$ cat config.mk
export PLATFORM = sky130hd
export DESIGN_NAME = axis_pair_subtractor
export DESIGN_NICKNAME = d
export VERILOG_FILES = /design/src/rtl/axis_pair_subtractor.sv
export SDC_FILE = /design/constraint.sdc
export NUM_CORES = 1
export LEC_CHECK = 0
export CORE_MARGIN = 3
export CORE_UTILIZATION = 56
export DETAILED_ROUTE_END_ITERATION = 16
export HOLD_SLACK_MARGIN = 0.05
export PLACE_DENSITY = 0.84
export SYNTH_ARGS = -nofsm -noshare
export SYNTH_HDL_FRONTEND = slang
export SYNTH_SLANG_ARGS = --single-unit
$ cat constraint.sdc
create_clock -name clk -period 3.9 [get_ports clk]
set_clock_uncertainty 0.15 [all_clocks]
set_input_delay 1.17 -clock clk [delete_from_list [all_inputs] [get_ports clk]]
set_output_delay 1.17 -clock clk [all_outputs]
set_load 0.02 [all_outputs]
$ cat src/rtl/axis_pair_subtractor.sv
// axis_pair_subtractor: two-stage AXI-Stream pipeline that emits the signed
// difference data_0 - data_1 of each joined pair and flags block boundaries.
module axis_pair_subtractor #(
    parameter int unsigned DATA_WIDTH = 16,
    parameter int unsigned BLOCK_SIZE = 16
) (
    input  logic                  clk,
    input  logic                  rst,
    input  logic                  input_valid,
    output logic                  input_ready,
    input  logic [DATA_WIDTH-1:0] input_data_0,
    input  logic [DATA_WIDTH-1:0] input_data_1,
    output logic                  output_valid,
    input  logic                  output_ready,
    output logic [DATA_WIDTH:0]   output_data,
    output logic                  output_last
);

    localparam int unsigned RES_W = DATA_WIDTH + 1;
    localparam int unsigned CNT_W = (BLOCK_SIZE > 1) ? $clog2(BLOCK_SIZE) : 1;
    localparam logic [CNT_W-1:0] CNT_LAST = CNT_W'(BLOCK_SIZE - 1);

    // Stage 1 holding registers
    logic                  r_s1_valid;
    logic [DATA_WIDTH-1:0] r_a;
    logic [DATA_WIDTH-1:0] r_b;
    logic                  r_s1_last;

    // Stage 2 (output) registers
    logic                  r_out_valid;
    logic [RES_W-1:0]      r_out_data;
    logic                  r_out_last;

    // Position of the next accepted pair within its block
    logic [CNT_W-1:0]      r_count;

    logic                  w_s2_free;
    logic                  w_s1_free;
    logic                  w_accept;
    logic                  w_count_wrap;
    logic [RES_W-1:0]      w_diff;

    // Handshake / advance conditions; ready reaches upstream through one gate
    assign w_s2_free    = !r_out_valid || output_ready;
    assign w_s1_free    = !r_s1_valid || w_s2_free;
    assign input_ready  = w_s1_free && !rst;
    assign w_accept     = input_valid && input_ready;
    assign w_count_wrap = (r_count == CNT_LAST);

    // Zero-extended subtraction; W+1 bits hold every possible result exactly
    assign w_diff = RES_W'(r_a) - RES_W'(r_b);

    assign output_valid = r_out_valid;
    assign output_data  = r_out_data;
    assign output_last  = r_out_last;

    // Block counter: advances only on accepted pairs, wraps at BLOCK_SIZE-1
    always_ff @(posedge clk) begin
        if (rst) begin
            r_count <= '0;
        end else if (w_accept) begin
            if (w_count_wrap) begin
                r_count <= '0;
            end else begin
                r_count <= r_count + CNT_W'(1);
            end
        end
    end

    // Stage 1: capture accepted pair, empty when it moves on with no refill
    always_ff @(posedge clk) begin
        if (rst) begin
            r_s1_valid <= 1'b0;
            r_a        <= '0;
            r_b        <= '0;
            r_s1_last  <= 1'b0;
        end else if (w_accept) begin
            r_s1_valid <= 1'b1;
            r_a        <= input_data_0;
            r_b        <= input_data_1;
            r_s1_last  <= w_count_wrap;
        end else if (w_s2_free) begin
            r_s1_valid <= 1'b0;
        end
    end

    // Stage 2: load the difference whenever the output slot frees up
    always_ff @(posedge clk) begin
        if (rst) begin
            r_out_valid <= 1'b0;
            r_out_data  <= '0;
            r_out_last  <= 1'b0;
        end else if (w_s2_free) begin
            r_out_valid <= r_s1_valid;
            if (r_s1_valid) begin
                r_out_data <= w_diff;
                r_out_last <= r_s1_last;
            end
        end
    end

endmodule
==> impl_results.md <==
* Register share of total power at 0.410
* Finished Core Util at 0.755
* Vias after detailed routing at 2623
* Initial core utilization at 0.594
* Post-Synthesis Cells at 350
* RSZ-0062 raised after global routing: no
* Leakage at between 1 and 1.5 nW
* Comb power frac at 0.256
* Slew Viols, Final at 0
* Fin crit period at 3.48 ns
* Detail Route Antenna Nets at 0
* Syn Area/Cell at ~8.2 µm²
* Primary FF master, synth: dfxtp_1
* Status: finished clean
* Die W at 77.5 µm
* Busiest layer in global routing: met2
* Placed cells at 457
* Period utilization at 0.891
* Worst Setup Path Type: in2out
* Global Route Usage Sum at 0.238
* Hold Fails Final Rpt at 0
* GRT met3 Usage at 0.0615
* CP required at 2.58 ns
* Net switching fraction of the power at 0.293
* Share of layout cells above drive strength 1 at 0.0616
* Nets at around 460
* Port bufs at 55
* Net Sw Power at 0.466 mW
* Commonest non-fill, non-tap cell in the layout: nand2_1
* Maximum clock frequency at 288 MHz
* Die ar. at between 0.005 and 0.006 mm²
* Max-cap violations at 0
* Initial antenna violation count at 0
* Register area share after synthesis at 0.399
* Crit-path leading delay family: buffers and inverters
* Top cell type's share of synthesized area at 0.399
* Die Y at 77.5 µm
* CP Buf/Inv Count at 2
* Worst Setup End Kind: primary output
* Root Buffer Master: clkbuf_8
* Post-DP HPWL at 4690 µm
* Gr ovfl total at 0
* Post-synth EDFFs at 0
* CTS buffer count at 9
* Skew-Pair Late Insertion Delay at 0.34 ns
* CORE AREA at roughly 0.0048 mm²
* Internal Pwr Total at about 1.1 mW
* Pre-CTS setup slack at 0.0384 ns
* Placer Congestion at 0.836
* Commonest non-fill, non-tap cells in the layout: nand2_1, dfxtp_1, clkdlybuf4s50_1
* Clk buf depth at 2
* Final WS setup at around 0.42 ns
* Slew @ Worst Pin at 0.728 ns
* Crit-path cells: clkdlybuf4s50_1 > nor2b_1 > a21oi_1 > dlymetal6s2s_1
* Worst r2r path cells at 9
* Setup crit start kind: input pin
* CTS sink cnt at 57
* Largest net degree at the start of global routing at 63
* Endpoints failing setup at 0
* Area leader, netlist: dfxtp_1
* Post-Syn Nets at 404
* Hold Crit Depth at 2
* Async SR Flop Fraction at 0
* Design Power at approximately 1.6 mW
* Yosys warnings at 0
* DRC errors left at 0
* Vias in the first global route at 2468
* Initial detailed-routing violation count at between 150 and 200
* Diodes inserted at 0
* Synthesized flop and latch total at 57
* Met1 usage at 0.306
* Setup TNS at 0 ns
* Post-CTS setup buffer count at 0
* Cts hold-fix bufs at 0
* # rows at 25
* H-tree depth at 3
* Hold WC Path Type: reg2reg
* CP max stage delay at 0.46 ns
* Crit path depth at 4
* DRT Pass-1 Iters at 4
* Top Ports at 56
* Crit-path max FO at 3
* Drt via density at 5.55
* Non-filler cells in the finished layout at 473
* Area delta synth->final at 27.2%
* Synthesized cell area at 0.00286 mm²
* Maximum vdd drop at roughly 0.00034 V
* CTS tree: yes
* First-pass GRT wire length at 11300 µm
* Share of power burned in the clock network at 0.334
* Slew headroom at 0.515
* Average routed wire per standard cell at 14.1 µm
* CP max stage cell: clkdlybuf4s50_1
* Met2 Use GR at 0.368
* Worst-path clk slew at 0.06 ns
* Pwr Density at 437 mW/mm²
* Worst Path Arrival at 2.16 ns
* Main area contributors after synthesis: dfxtp_1, nand2_1, ha_1
* Post-Route WL at 6660 µm
* Netlist cell types at 50
## worst min-delay path, stage by stage (launching register included)
cell and delay, ns:
dfxtp_1 0.31, nand2_1 0.06, nand2_1 0.04
## final cells by class
type                            count  area [µm²]
Timing Repair Buffer               61         593
Fill cell                         392        1180
Tap cell                           67        83.8
Inverter                           20        75.1
Sequential cell                    57        1140
Clock inverter                      3        40.0
Clock buffer                       13         149
Multi-Input combinational cell    252        1550
## metal layers
metal / vias up / part of all wire
met5: - / 0
met2: 74 / 0.45
met1: 1204 / 0.47
li1: 1330 / -
met3: 15 / 0.062
met4: 0 / 0.021
## logic make-up after synthesis
kind of cell / share of synthesized area
multiplexers: 0.00350
AO/OA/AOI/OAI: 0.192
XOR/XNOR: 0.0184
AND/OR/NAND/NOR: 0.248
adder cells (fa/ha/maj): 0.0814
flip-flops: 0.399
buffers and inverters: 0.0573
## power groups by stage
| stage | clock, mW | sequential, mW | combinational, mW |
|---|---|---|---|
| after floorplan | 0 | 0.681 | 0.251 |
| after global placement | 0 | 0.662 | 0.393 |
| after detailed placement | 0 | 0.664 | 0.400 |
| after CTS | 0.544 | 0.652 | 0.403 |
| after global routing | 0.566 | 0.656 | 0.451 |
| final | 0.532 | 0.652 | 0.407 |
## flip-flops by register name, indices dropped and copies added (netlist names)
| register | cells |
|---|---|
| r_b | 16 |
| r_count | 4 |
| r_a | 16 |
| output_last | 1 |
| output_valid | 1 |
| output_data | 17 |
| r_s1_valid | 1 |
| r_s1_last | 1 |
## stage by stage
step / hold WS (ns) / area, µm²
CTS: 0.305 / 3630
floorplan: 0.282 / 2860
global route: 0.313 / 3640
detailed placement: 0.296 / 3440
global placement: 0.286 / 3440
finish: 0.298 / 3640
## path summary, 6_finish.rpt
kind                            slack (ns)                         start                      endpoint
worst max-delay path                  0.42                  output_ready                   input_ready
worst min-delay path                  0.30  output_data[16]$_SDFFE_PP0P_  output_data[16]$_SDFFE_PP0P_
worst max register to register        1.37           r_a[0]$_SDFFE_PP0P_  output_data[12]$_SDFFE_PP0P_
worst min register to register        0.30  output_data[16]$_SDFFE_PP0P_  output_data[16]$_SDFFE_PP0P_
## synthesized netlist by cell type, drive strengths merged (2+ instances only)
library cell and number:
nor2 18, nor3 6, nand4b 2, o31ai 18
nand4 3, nand3 5, a2111oi 2, o21bai 2
a22o 2, nand3b 19, nand2 77, or4 2
inv 20, ha 17, nor2b 4, xnor2 4
o21a 5, o31a 2, a31oi 2, dfxtp 57
a311oi 2, a211oi 3, buf 3, o21ai 7
clkbuf 18, xor2 2, a21oi 27, nor3b 2
nor4 2, or3 4
## timing repair
item                                    4_1_cts  5_1_grt
hold endpoints to repair                      0        0
endpoints found under the setup margin        0        1
gates resized for setup                       0        1
No activity file was read; power rests on OpenSTA's default activity.
